`src/rtl/detect_event_monitor_pkg.sv`:
```
// rtl/detect_event_monitor_pkg.sv - shared types and defaults for detect_event_monitor
// Purpose: FSM state encoding and default parameter values used by the monitor.
// Ports: none (package).
package detect_mon_pkg;

  typedef enum logic {
    MON_IDLE = 1'b0,
    MON_RUN  = 1'b1
  } mon_state_t;

  localparam int DEF_WINDOW = 64;
  localparam int DEF_CNT_W  = 16;
  localparam int DEF_ERR_W  = 8;
  localparam int DEF_TS_W   = 32;

  // Bits needed to hold a per-window hit count of 0..window inclusive.
  function automatic int hits_width(input int window);
    return $clog2(window + 1);
  endfunction

endpackage

```
`src/rtl/detect_event_monitor_if.sv`:
```
// rtl/detect_event_monitor_if.sv - window report valid/ready channel
// Purpose: carries per-window hit-count reports from the monitor to the host side.
// Ports (signals):
//   rpt_valid  report available (monitor -> host)
//   rpt_ready  host accepts report (host -> monitor)
//   rpt_hits   mealy hits in the reported window (monitor -> host)
// Modports: master = monitor side, slave = host side.
interface detect_event_monitor_if #(
  parameter int HITS_W = 7
);
  logic              rpt_valid;
  logic              rpt_ready;
  logic [HITS_W-1:0] rpt_hits;

  modport master (output rpt_valid, output rpt_hits, input rpt_ready);
  modport slave  (input rpt_valid, input rpt_hits, output rpt_ready);
endinterface

```
`src/rtl/detect_event_monitor_sat_counter.sv`:
```
// rtl/detect_event_monitor_sat_counter.sv - saturating up-counter with sync clear
// Purpose: counts inc pulses, sticks at all-ones; clr has priority over inc.
// Ports:
//   clk      clock
//   reset_n  asynchronous active-low reset
//   clr      synchronous clear
//   inc      increment request
//   q        count value
module sat_counter #(
  parameter int W = 8
) (
  input  logic         clk,
  input  logic         reset_n,
  input  logic         clr,
  input  logic         inc,
  output logic [W-1:0] q
);

  always_ff @(posedge clk or negedge reset_n) begin
    if (!reset_n) begin
      q <= '0;
    end else if (clr) begin
      q <= '0;
    end else if (inc && (q != {W{1'b1}})) begin
      q <= q + W'(1);
    end
  end

endmodule

```
`src/rtl/detect_event_monitor.sv`:
```
// rtl/detect_event_monitor.sv - 1011-detector hit monitor with windowed reports
// Purpose: counts mealy hits, checks that each moore pulse trails its mealy pulse
//   by one cycle, and issues per-window hit-count reports over a valid/ready channel.
// Optional feature: MON_TIMESTAMP_EN adds a free-running timestamp and ts_last.
// Ports:
//   clk, reset_n   clock, asynchronous active-low reset
//   en             1 = run windows, 0 = idle
//   clr            sync clear of totals and sticky flags
//   mealy_hit      detector mealy pulse
//   moore_hit      detector moore pulse
//   busy           FSM in RUN
//   total_hits     saturating mealy hit count while RUN
//   err_cnt        saturating mismatch-cycle count
//   mismatch_err   sticky mismatch flag
//   rpt_ovf        sticky: window ended while a report was still pending
//   ts_last        timestamp of last mealy hit (0 without MON_TIMESTAMP_EN)
//   rpt            report channel (master side)
module detect_event_monitor
  import detect_mon_pkg::*;
#(
  parameter int WINDOW = DEF_WINDOW,
  parameter int CNT_W  = DEF_CNT_W,
  parameter int ERR_W  = DEF_ERR_W,
  parameter int TS_W   = DEF_TS_W
) (
  input  logic                   clk,
  input  logic                   reset_n,
  input  logic                   en,
  input  logic                   clr,
  input  logic                   mealy_hit,
  input  logic                   moore_hit,
  output logic                   busy,
  output logic [CNT_W-1:0]       total_hits,
  output logic [ERR_W-1:0]       err_cnt,
  output logic                   mismatch_err,
  output logic                   rpt_ovf,
  output logic [TS_W-1:0]        ts_last,
  detect_event_monitor_if.master rpt
);

  localparam int HITS_W = hits_width(WINDOW);
  localparam int WC_W   = $clog2(WINDOW);
  localparam logic [WC_W-1:0] WIN_LAST = WC_W'(WINDOW - 1);

  mon_state_t        state;
  mon_state_t        state_nxt;
  logic              run;
  logic              hit_run;
  logic              mismatch;
  logic              win_end;
  logic              accept;
  logic [HITS_W-1:0] win_total;

  logic              exp_q;
  logic [WC_W-1:0]   win_cnt;
  logic [HITS_W-1:0] win_hits;
  logic              rpt_valid_q;
  logic [HITS_W-1:0] rpt_hits_q;

  always_ff @(posedge clk or negedge reset_n) begin
    if (!reset_n) begin
      state <= MON_IDLE;
    end else begin
      state <= state_nxt;
    end
  end

  always_comb begin
    state_nxt = state;
    run       = 1'b0;
    case (state)
      MON_IDLE: if (en)  state_nxt = MON_RUN;
      MON_RUN: begin
        run = 1'b1;
        if (!en) state_nxt = MON_IDLE;
      end
      default:  state_nxt = MON_IDLE;
    endcase
  end

  assign busy      = run;
  assign hit_run   = run & mealy_hit;
  // exp_q holds last cycle's mealy pulse; the moore pulse must equal it.
  assign mismatch  = run & (moore_hit != exp_q);
  assign win_end   = run & (win_cnt == WIN_LAST);
  assign accept    = rpt_valid_q & rpt.rpt_ready;
  // A hit on the window-end cycle still belongs to the closing window.
  assign win_total = win_hits + HITS_W'(hit_run);

  always_ff @(posedge clk or negedge reset_n) begin
    if (!reset_n) begin
      exp_q <= 1'b0;
    end else begin
      exp_q <= mealy_hit;
    end
  end

  // Leaving RUN discards the partial window.
  always_ff @(posedge clk or negedge reset_n) begin
    if (!reset_n) begin
      win_cnt  <= '0;
      win_hits <= '0;
    end else if (!run || win_end) begin
      win_cnt  <= '0;
      win_hits <= '0;
    end else begin
      win_cnt  <= win_cnt + WC_W'(1);
      win_hits <= win_total;
    end
  end

  // An accept on the window-end cycle frees the slot for the new report.
  always_ff @(posedge clk or negedge reset_n) begin
    if (!reset_n) begin
      rpt_valid_q <= 1'b0;
      rpt_hits_q  <= '0;
    end else if (win_end && (!rpt_valid_q || accept)) begin
      rpt_valid_q <= 1'b1;
      rpt_hits_q  <= win_total;
    end else if (accept) begin
      rpt_valid_q <= 1'b0;
    end
  end

  assign rpt.rpt_valid = rpt_valid_q;
  assign rpt.rpt_hits  = rpt_hits_q;

  always_ff @(posedge clk or negedge reset_n) begin
    if (!reset_n) begin
      rpt_ovf      <= 1'b0;
      mismatch_err <= 1'b0;
    end else if (clr) begin
      rpt_ovf      <= 1'b0;
      mismatch_err <= 1'b0;
    end else begin
      if (win_end && rpt_valid_q && !accept) rpt_ovf <= 1'b1;
      if (mismatch) mismatch_err <= 1'b1;
    end
  end

  sat_counter #(.W(CNT_W)) u_total_cnt (
    .clk     (clk),
    .reset_n (reset_n),
    .clr     (clr),
    .inc     (hit_run),
    .q       (total_hits)
  );

  sat_counter #(.W(ERR_W)) u_err_cnt (
    .clk     (clk),
    .reset_n (reset_n),
    .clr     (clr),
    .inc     (mismatch),
    .q       (err_cnt)
  );

`ifdef MON_TIMESTAMP_EN
  logic [TS_W-1:0] ts;

  always_ff @(posedge clk or negedge reset_n) begin
    if (!reset_n) begin
      ts <= '0;
    end else begin
      ts <= ts + TS_W'(1);
    end
  end

  always_ff @(posedge clk or negedge reset_n) begin
    if (!reset_n) begin
      ts_last <= '0;
    end else if (clr) begin
      ts_last <= '0;
    end else if (hit_run) begin
      ts_last <= ts;
    end
  end
`else
  assign ts_last = '0;
`endif

endmodule
```
`src/flat_wrapper.sv`:
```
// flat-port wrapper written by rule: the top's interface ports become plain ports
module detect_event_monitor_flat import detect_mon_pkg::*;
#(
  parameter int WINDOW = DEF_WINDOW,
  parameter int CNT_W  = DEF_CNT_W,
  parameter int ERR_W  = DEF_ERR_W,
  parameter int TS_W   = DEF_TS_W
)
  (clk, reset_n, en, clr, mealy_hit, moore_hit, busy, total_hits, err_cnt, mismatch_err, rpt_ovf, ts_last, rpt_rpt_valid, rpt_rpt_hits, rpt_rpt_ready);
  detect_event_monitor_if rpt_i ();
  input  logic clk;
  input  logic reset_n;
  input  logic en;
  input  logic clr;
  input  logic mealy_hit;
  input  logic moore_hit;
  output logic busy;
  output logic [CNT_W-1:0] total_hits;
  output logic [ERR_W-1:0] err_cnt;
  output logic mismatch_err;
  output logic rpt_ovf;
  output logic [TS_W-1:0] ts_last;
  output wire logic [$bits(rpt_i.rpt_valid)-1:0] rpt_rpt_valid;
  output wire logic [$bits(rpt_i.rpt_hits)-1:0] rpt_rpt_hits;
  input wire logic [$bits(rpt_i.rpt_ready)-1:0] rpt_rpt_ready;
  assign rpt_rpt_valid = rpt_i.rpt_valid;
  assign rpt_rpt_hits = rpt_i.rpt_hits;
  assign rpt_i.rpt_ready = rpt_rpt_ready;
  detect_event_monitor #(.WINDOW(WINDOW), .CNT_W(CNT_W), .ERR_W(ERR_W), .TS_W(TS_W)) u_core (.clk(clk), .reset_n(reset_n), .en(en), .clr(clr), .mealy_hit(mealy_hit), .moore_hit(moore_hit), .busy(busy), .total_hits(total_hits), .err_cnt(err_cnt), .mismatch_err(mismatch_err), .rpt_ovf(rpt_ovf), .ts_last(ts_last), .rpt(rpt_i));
endmodule
```
`config.mk`:
```
export PLATFORM = sky130hd
export DESIGN_NAME = detect_event_monitor_flat
export DESIGN_NICKNAME = d
export VERILOG_FILES = /design/src/rtl/detect_event_monitor_pkg.sv /design/src/rtl/detect_event_monitor_if.sv /design/src/rtl/detect_event_monitor_sat_counter.sv /design/src/rtl/detect_event_monitor.sv /design/src/flat_wrapper.sv
export SDC_FILE = /design/constraint.sdc
export NUM_CORES = 1
export LEC_CHECK = 0
export CAP_MARGIN = 5
export CORE_ASPECT_RATIO = 0.75
export CORE_MARGIN = 2
export CORE_UTILIZATION = 35
export DETAILED_ROUTE_END_ITERATION = 8
export SYNTH_ARGS = -nofsm -noshare
export SYNTH_HDL_FRONTEND = slang
export SYNTH_HIERARCHICAL = 1
export SYNTH_SLANG_ARGS = --single-unit
export TNS_END_PERCENT = 50
```
`constraint.sdc`:
```
create_clock -name clk -period 3.7 [get_ports clk]
set_input_delay 0.74 -clock clk [delete_from_list [all_inputs] [get_ports clk]]
set_output_delay 0.74 -clock clk [all_outputs]
set_load 0.03 [all_outputs]
```
# Word level (Yosys, flattened, before mapping)
# Index checks and enable logic that the tools add are counted.
# classes
bitwise	4
reduce_logical	15
muxes	14
n_eq_ne	4
add_sub_neg	4
# op_table
op	n
$mux 16	2
$add 16x1->16 const B	1
$mux 8	2
$ne 16x16->1 const B	1
$reduce_bool 2->1	5
$add 8x1->8 const B	1
$mux 1	8
$ne 8x8->1 const B	1
$add 7x1->7	1
$mux 7	1
$add 6x1->6 const B	1
$eq 6x6->1 const B	1
$mux 6	1
$logic_and 1x1->1	5
$and 1x1->1	4
$logic_not 1->1	3
$logic_or 1x1->1	2
$ne 1x1->1	1
# totals
input_bits	7
ff_bits	49
wordCells	51
output_inout_bits	67

# Depth between registers and ports, before layout
# Gate-level depths: netlist (run 1).
# logic_depth
word_depth	6
depth_mapped	6
ltp_nobuf	6

# Modules after synthesis
# Netlist (run 1), hierarchy kept.
# by_module_without_submodules
mod	area_per_inst_um2	instances	seq_area_each_um2	cells_per_inst
detect_event_monitor	1320.0	1	625.6	130
sat_counter (u_core.u_total_cnt)	942.2	1	400.4	98
sat_counter (u_core.u_err_cnt)	464.2	1	200.2	49

# Worst setup path after synthesis (run 1)
# OpenSTA, ideal clock, no wires.
# synth_path
path_type	input to register
startpoint	in mealy_hit
endpoint	reg u_core.u_total_cnt.q[3]
arrival_time_ns	1.929
setup_slack_ns	1.693
path_stages	5
required_ns	3.622
cell_sequence	and2_1 -> inv_1 -> clkbuf_1 -> or4_2 -> a21oi_1
# synth_between
elab_chain_len	3
# synth_lines
item	line_no	source
start, declared	flat_wrapper.sv:15	input logic mealy_hit;
$and 1x1->1	detect_event_monitor.sv:82	assign hit_run = run & mealy_hit;
$logic_and 1x1->1	detect_event_monitor_sat_counter.sv:24	end else if (inc && (q != {W{1'b1}})) begin
$reduce_bool 2->1 (no line)	-	
end signal, assigned	detect_event_monitor_sat_counter.sv:25	q <= q + W'(1);
end, declared	detect_event_monitor_sat_counter.sv:16	output logic [W-1:0] q
# Every way passes these cells.
# A chain may end at the register's enable or synchronous reset.

# Worst setup path in the final report (run 1)
# layout_path
startpoint	in mealy_hit
endpoint	reg u_core.u_total_cnt.q[3]
# layout_between
elab_chain_len	3
# layout_lines
item	line_no	source
$and 1x1->1	detect_event_monitor.sv:82	
net u_core.hit_run	detect_event_monitor.sv:48	logic hit_run;
$logic_and 1x1->1	detect_event_monitor_sat_counter.sv:24	
$reduce_bool 2->1 (no line)	-	
# The timed path passes the listed nets, and every way through them passes these cells.

==> run_results.csv, run 1 <==
group,metric,value,unit
global_routing,grt_pass1_vias,1935,
die,core_area,7432,µm²
die,fp.dieW,105.9,µm
route,via_per_inst,4.940,
min_path,hold_class,"input port to asynchronous set/reset pin",
sta,min_period,2.416,ns
place,portBuffers,41,
critical_path,crit_chain,"clkdlybuf4s50_1 > and2_1 > inv_1 > or4_2 > a21oi_1",
sta,fin_crit_sh,65.29,%
critical_path,crit_path_end_kind,"flop",
global_routing,grt_antenna_before_repair,0,
cells_and_area,post-route-util,43.15,%
die,pin_count,74,
sta,slew_headroom,36.97,%
die,die_h,80.44,µm
power_and_ir_drop,power.leakage,1.363,nW
cells_and_area,nets,328,
global_routing,grt_max_degree,29,
clocking,holdBufCountCts,0,
sta,worstMarginPinSlew,0.9425,ns
critical_path,max_stage_delay,0.72,ns
sta,setup_viol,0,
clocking,cts_buffers,5,
place,place_area,3090,µm²
place,place_hpwl,3.900,mm
cells_and_area,diodes,0,
critical_path,cpMaxStageDelayCell,"or4_2",
clocking,postCtsSetupBuffers,0,
yosys,synth_cell_types,48,
yosys,avgSynthCellArea,9.842,µm²
die,die-area,8519,µm²
sta,clock_skew,0.01303,ns
route,drc_errors,0,
clocking,clkTransAtPathRegs,0.09,ns
power_and_ir_drop,p_per_area,331.8,nW/µm²
cells_and_area,final_area,3207,µm²
power_and_ir_drop,max-vdd-ir-drop,148.9,µV
place,dpl.cell_count,410,
clocking,insertion_delay,0.30,ns
yosys,ys_seq_area_share,44.97,%
route,ant_nets,0,
yosys,syn_area,2726,µm²
sta,fmax,0.4139,GHz
yosys,synth-seq-cells,49,
route,num_vias,2065,
route,wl,5.600,mm
place,gp_congestion,0.7567,
clocking,post_cts_resized,0,
clocking,h-tree-depth,2,
route,wl_per_cell,13.40,µm
critical_path,worstPathRequired,3.93,ns
global_routing,grt_usage,13.47,%
clocking,cts_root_buf,"clkbuf_8",
sta,setup_tns,0,ns
yosys,syn_inst,277,
sta,hold-worst-slack,0.3962,ns
outcome,status,"finished clean",
yosys,ys_warn_count,6,
sta,slew_viol_final,0,
critical_path,cp_max_fo,22,
global_routing,grt.overflow.total,0,
die,fp-row-count,27,
clocking,clock-sinks,49,
sta,timing.final.hold_violations,0,
clocking,clockBufferDepth,2,
run,cap_violations,0,
cells_and_area,drive_above_1_share,8.833,%
route,drt_iter0_drc,83,
critical_path,critPathArrivalTime,2.64,ns
critical_path,crit_path_start_kind,"input port",
global_routing,grt_pass1_wl,9.280,mm
clocking,cts_tree,"built",
critical_path,criticalPathCategory,"input port to flop",
die,initial_core_util,36.68,%
sta,grt_setup_unrepaired,"no",
cells_and_area,fin_cells,418,
route,drtPass1Iterations,4,
cells_and_area,area_growth,17.62,%
==> layer usage <==
layer  share of wire [%]  vias to the layer above  GRT usage (%)
li1                    -                     1006              -
met1                  49                      994          18.34
met2                  45                       60          21.61
met3                 5.4                        5          3.166
met4                0.73                        0          3.553
met5                   0                        -              0
==> cell families after synthesis <==
logic type	count (synthesis)	synth area share [%]
xor+xnor	7	2.249
fa+ha+maj	5	2.295
mux	9	3.947
simple gates	102	22.26
other cells	1	0.1375
buf+inv	52	12.48
flops	49	44.97
compound gates	52	11.66
==> flip-flops by register name (all words and copies together), names as in the netlist <==
register / cells
u_core/u_err_cnt/q: 8
u_core/state: 1
u_core/exp_q: 1
u_core/rpt_ovf: 1
u_core/rpt.rpt_valid: 1
u_core/u_total_cnt/q: 16
u_core/win_cnt: 6
u_core/win_hits: 7
u_core/mismatch_err: 1
u_core/rpt.rpt_hits: 7
==> per-stage QoR <==
step | power, mW | worst slack [ns]
2_1_floorplan | 0.6688 | 1.693
3_3_place_gp | 0.6787 | 1.028
3_5_place_dp | 0.6792 | 0.9676
4_1_cts | 1.081 | 1.289
5_1_grt | 1.113 | 1.155
6_report | 1.064 | 1.284
==> cell usage in the layout, fill, tap and decap left out, types with 3 or more instances in the layout <==
| master | count |
|---|---|
| o21ai_0 | 6 |
| ha_1 | 5 |
| a31oi_1 | 8 |
| or3_1 | 7 |
| clkbuf_8 | 6 |
| and2_1 | 3 |
| dfrtp_1 | 49 |
| o31ai_1 | 8 |
| mux2_1 | 4 |
| nand3_1 | 11 |
| clkdlybuf4s50_1 | 40 |
| nor2_1 | 17 |
| nor4_1 | 5 |
| or4_1 | 5 |
| nor2b_1 | 7 |
| nand4_1 | 7 |
| and4_2 | 3 |
| and3_1 | 3 |
| nand2b_1 | 5 |
| buf_4 | 3 |
| nand2_1 | 13 |
| inv_1 | 9 |
| a21oi_1 | 21 |
| nor3_1 | 5 |
| conb_1 | 32 |
| xor2_1 | 5 |
| o21ai_1 | 3 |
==> synth_stat cells, drive strengths merged <==
library cell,number,area (µm²)
a2111oi,1,8.760
a211oi,2,20.02
a21boi,1,7.510
a21oi,21,105.1
a31oi,8,50.05
a41oi,1,8.760
and2,3,18.77
and3,4,30.03
and4,5,50.05
buf,37,284.0
clkbuf,6,22.52
conb,1,3.750
dfrtp,49,1226
ha,5,62.56
inv,9,33.78
mux2,8,97.59
mux2i,1,10.01
nand2,13,48.80
nand2b,5,31.28
nand3,12,65.06
nand3b,1,7.510
nand4,8,56.30
nor2,17,63.81
nor2b,7,43.79
nor3,5,25.02
nor3b,1,7.510
nor4,6,52.55
o211ai,1,12.51
o21ai,9,45.04
o31ai,8,60.06
or3,8,51.30
or4,7,55.06
xnor2,2,17.52
xor2,5,43.79
==> worst max-delay path, delay by kind of cell <==
| kind | cells | cell delay [ns] |
|---|---|---|
| and+or+nand+nor | 2 | 0.96 |
| AOI/OAI and AO/OA | 1 | 0.16 |
| buffers and inverters | 2 | 0.78 |
==> where the power goes <==
group	leakage (nW)	switching, mW	internal, mW
Sequential	0.674	0.00890	0.544
Clock	0.0585	0.176	0.221
Combinational	0.631	0.0884	0.0266
==> path summary, 6_finish.rpt <==
kind                                                      from                              endpoint  slack, ns  cells past startpoint
max                                                  mealy_hit   u_core/u_total_cnt/q[3]$_DFFE_PN0P_       1.28                      5
min                                                    reset_n     u_core/u_err_cnt/q[7]$_DFFE_PN0P_       0.40                      1
max reg2reg                u_core/u_total_cnt/q[0]$_DFFE_PN0P_  u_core/u_total_cnt/q[15]$_DFFE_PN0P_       1.39                      5
min reg2reg                        u_core/win_cnt[0]$_DFF_PN0_           u_core/win_cnt[0]$_DFF_PN0_       0.51                      1
max in group asynchronous                              reset_n    u_core/rpt.rpt_hits[3]$_DFFE_PN0P_       2.54                      2
min in group clk                   u_core/win_cnt[0]$_DFF_PN0_           u_core/win_cnt[0]$_DFF_PN0_       0.51                      1
==> cell type report <==
class | count | area, µm²
clock buffers | 7 | 86.33
clock inverters | 1 | 30.03
fillers | 715 | 4225
inverters | 9 | 33.78
multi-input cells | 207 | 1276
flip-flops and latches | 49 | 1226
well taps | 101 | 126.4
repair buffers | 44 | 427.9
(Power assumes the default switching activity.)
==> run 2: changes to the inputs <==
Clock period 3.7 ns to 2.3 ns, I/O delays scaled along.
==> run 2 against run 1 <==
Effect of this change:
- register-to-register slack got worse by 1.0 ns
- critical path depth decreased by 4
- utilization increased by 0.84 points
- design area increased by 2.0%
- total power increased by 54%
- first-iteration DRC count decreased by 23%
- sequential cell count unchanged
- highest routed layer unchanged
- clock power increased by 40%
==> run_results.csv, run 2 (same netlist as run 1, synthesis figures left out) <==
group,metric,value,unit
power_and_ir_drop,power.leakage,1.403,nW
clocking,postCtsSetupBuffers,0,
global_routing,grt_usage,13.17,%
cells_and_area,nets,335,
die,fp-row-count,27,
global_routing,grtUsageMet2,18.71,%
clocking,insertion_delay,0.30,ns
clocking,cts_tree,"built",
route,drt_iter0_drc,64,
place,portBuffers,41,
sta,setup_viol,0,
critical_path,path_delay_family,"buffers and inverters",
sta,slew_viol_final,0,
route,ant_nets,0,
die,initial_core_util,36.68,%
clocking,cts_root_buf,"clkbuf_8",
power_and_ir_drop,total_power,1.642,mW
sta,fin_crit_sh,85.32,%
place,place_hpwl,3.978,mm
power_and_ir_drop,p_per_area,502.3,nW/µm²
route,num_vias,2051,
sta,grt_setup_unrepaired,"no",
critical_path,max_stage_delay,0.72,ns
route,wl,5.511,mm
cells_and_area,area_growth,19.92,%
global_routing,grt_max_degree,31,
global_routing,grt_pass1_vias,1801,
die,core_area,7432,µm²
cells_and_area,fill_cells,705,
clocking,post_cts_resized,0,
cells_and_area,largest_reg_flops,16,
cells_and_area,reg.largest.list,"u_core/u_total_cnt/q (16), u_core/u_err_cnt/q (8)",
sta,fmax,0.5096,GHz
outcome,status,"finished clean",
route,via_per_inst,4.826,
cells_and_area,post-route-util,43.99,%
critical_path,ff2ff_path_depth,6,
critical_path,crit_path_start_kind,"flop",
clocking,holdBufCountCts,0,
cells_and_area,regMostFlops,"u_core/u_total_cnt/q",
global_routing,grt.overflow.total,0,
clocking,cts_buffers,5,
critical_path,path_buf_inv,1,
sta,timing.final.hold_violations,0,
critical_path,cpMaxStageDelayCell,"clkdlybuf4s50_1",
critical_path,cp_max_fo,8,
global_routing,use_met1,19.72,%
run,cap_violations,0,
cells_and_area,drive_above_1_share,11.11,%
place,dpl.cell_count,417,
clocking,h-tree-depth,2,
global_routing,grt_pass1_wl,8.949,mm
global_routing,top_usage_layer,"met1",
sta,min_period,1.962,ns
place,gp_congestion,0.7717,
cells_and_area,fin_cells,425,
die,pin_count,74,
sta,setup_tns,0,ns
critical_path,critPathArrivalTime,1.50,ns
global_routing,grt_util_met3,3.166,%
route,drc_errors,0,
clocking,clkTransAtPathRegs,0.09,ns
clocking,clockBufferDepth,2,
critical_path,path_depth,1,
route,wl_per_cell,12.97,µm
clocking,clock-sinks,49,
die,die-area,8519,µm²
global_routing,grt_antenna_before_repair,0,
critical_path,crit_chain,"clkdlybuf4s50_1",
die,die_h,80.44,µm
critical_path,criticalPathCategory,"flop to output port",
min_path,hold_class,"input port to asynchronous set/reset pin",
cells_and_area,final_common_cell,"dfrtp_1",
cells_and_area,diodes,0,
critical_path,crit_path_end_kind,"output port",
power_and_ir_drop,max-vdd-ir-drop,231.9,µV
route,drtPass1Iterations,4,
sta,clock_skew,0.009365,ns
cells_and_area,final_cell_mix,"dfrtp_1 (49), clkdlybuf4s50_1 (40), conb_1 (32)",
die,fp.dieW,105.9,µm
critical_path,worstPathRequired,1.84,ns
-- run 2: changes by cell type in the layout (fill, tap and decap cells not counted) --
cell	before	now
buf_4	3	8
buf_12	0	2
bufinv_16	1	0
clkbuf_1	1	0
clkbuf_8	6	7
clkinv_2	0	1
-- run 2: worst paths after layout --
kind,from,endpoint,slack [ns]
max in group asynchronous,reset_n,u_core/u_total_cnt/q[0]$_DFFE_PN0P_,1.65
min,reset_n,u_core/u_err_cnt/q[6]$_DFFE_PN0P_,0.11
max reg2reg,u_core/u_total_cnt/q[0]$_DFFE_PN0P_,u_core/u_total_cnt/q[3]$_DFFE_PN0P_,0.36
min in group clk,u_core/win_cnt[0]$_DFF_PN0_,u_core/win_cnt[0]$_DFF_PN0_,0.49
max,u_core/u_total_cnt/q[7]$_DFFE_PN0P_,total_hits[7],0.34
min reg2reg,u_core/win_cnt[0]$_DFF_PN0_,u_core/win_cnt[0]$_DFF_PN0_,0.49
-- run 2: through the flow --
stage / worst slack, ns / hold slack [ns] / cell area [µm²]
2_1_floorplan: 0.3386 / 0.1644 / 2843
3_3_place_gp: 0.09198 / 0.4616 / 3168
3_5_place_dp: 0.05220 / 0.4555 / 3168
4_1_cts: 0.3227 / 0.1203 / 3269
5_1_grt: 0.2695 / 0.1427 / 3269
6_report: 0.3377 / 0.1071 / 3269
-- run 2: layout make-up --
class / count / area, µm² / area share [%]
Timing Repair Buffer: 51 / 505.5 / 15.46
Clock inverter: 1 / 5.005 / 0.1531
Clock buffer: 7 / 96.34 / 2.947
Sequential cell: 49 / 1226 / 37.50
Inverter: 9 / 33.78 / 1.033
Multi-Input combinational cell: 207 / 1276 / 39.04
Tap cell: 101 / 126.4 / 3.865
-- run 2: routing by layer --
metal	wire length (µm)	share of wire, %	up-vias
li1	-	-	1022
met1	2772	50	960
met2	2339	42	65
met3	366	6.6	4
met4	33	0.60	0
met5	0	0	-
-- run 2: power breakdown --
| group | total, mW | switching, mW | internal (mW) |
|---|---|---|---|
| clock network | 0.556 | 0.284 | 0.272 |
| logic | 0.197 | 0.144 | 0.0533 |
| registers | 0.889 | 0.0146 | 0.875 |
| total | 1.64 | 0.442 | 1.20 |
-- run 2: worst reg2reg max path, cell delays in order, from the launching register on --
cell and delay [ns]:
dfrtp_1 0.44, ha_1 0.26, nand4_2 0.13, nor4_4 0.08, buf_4 0.19, or4_2 0.61
a21oi_1 0.16
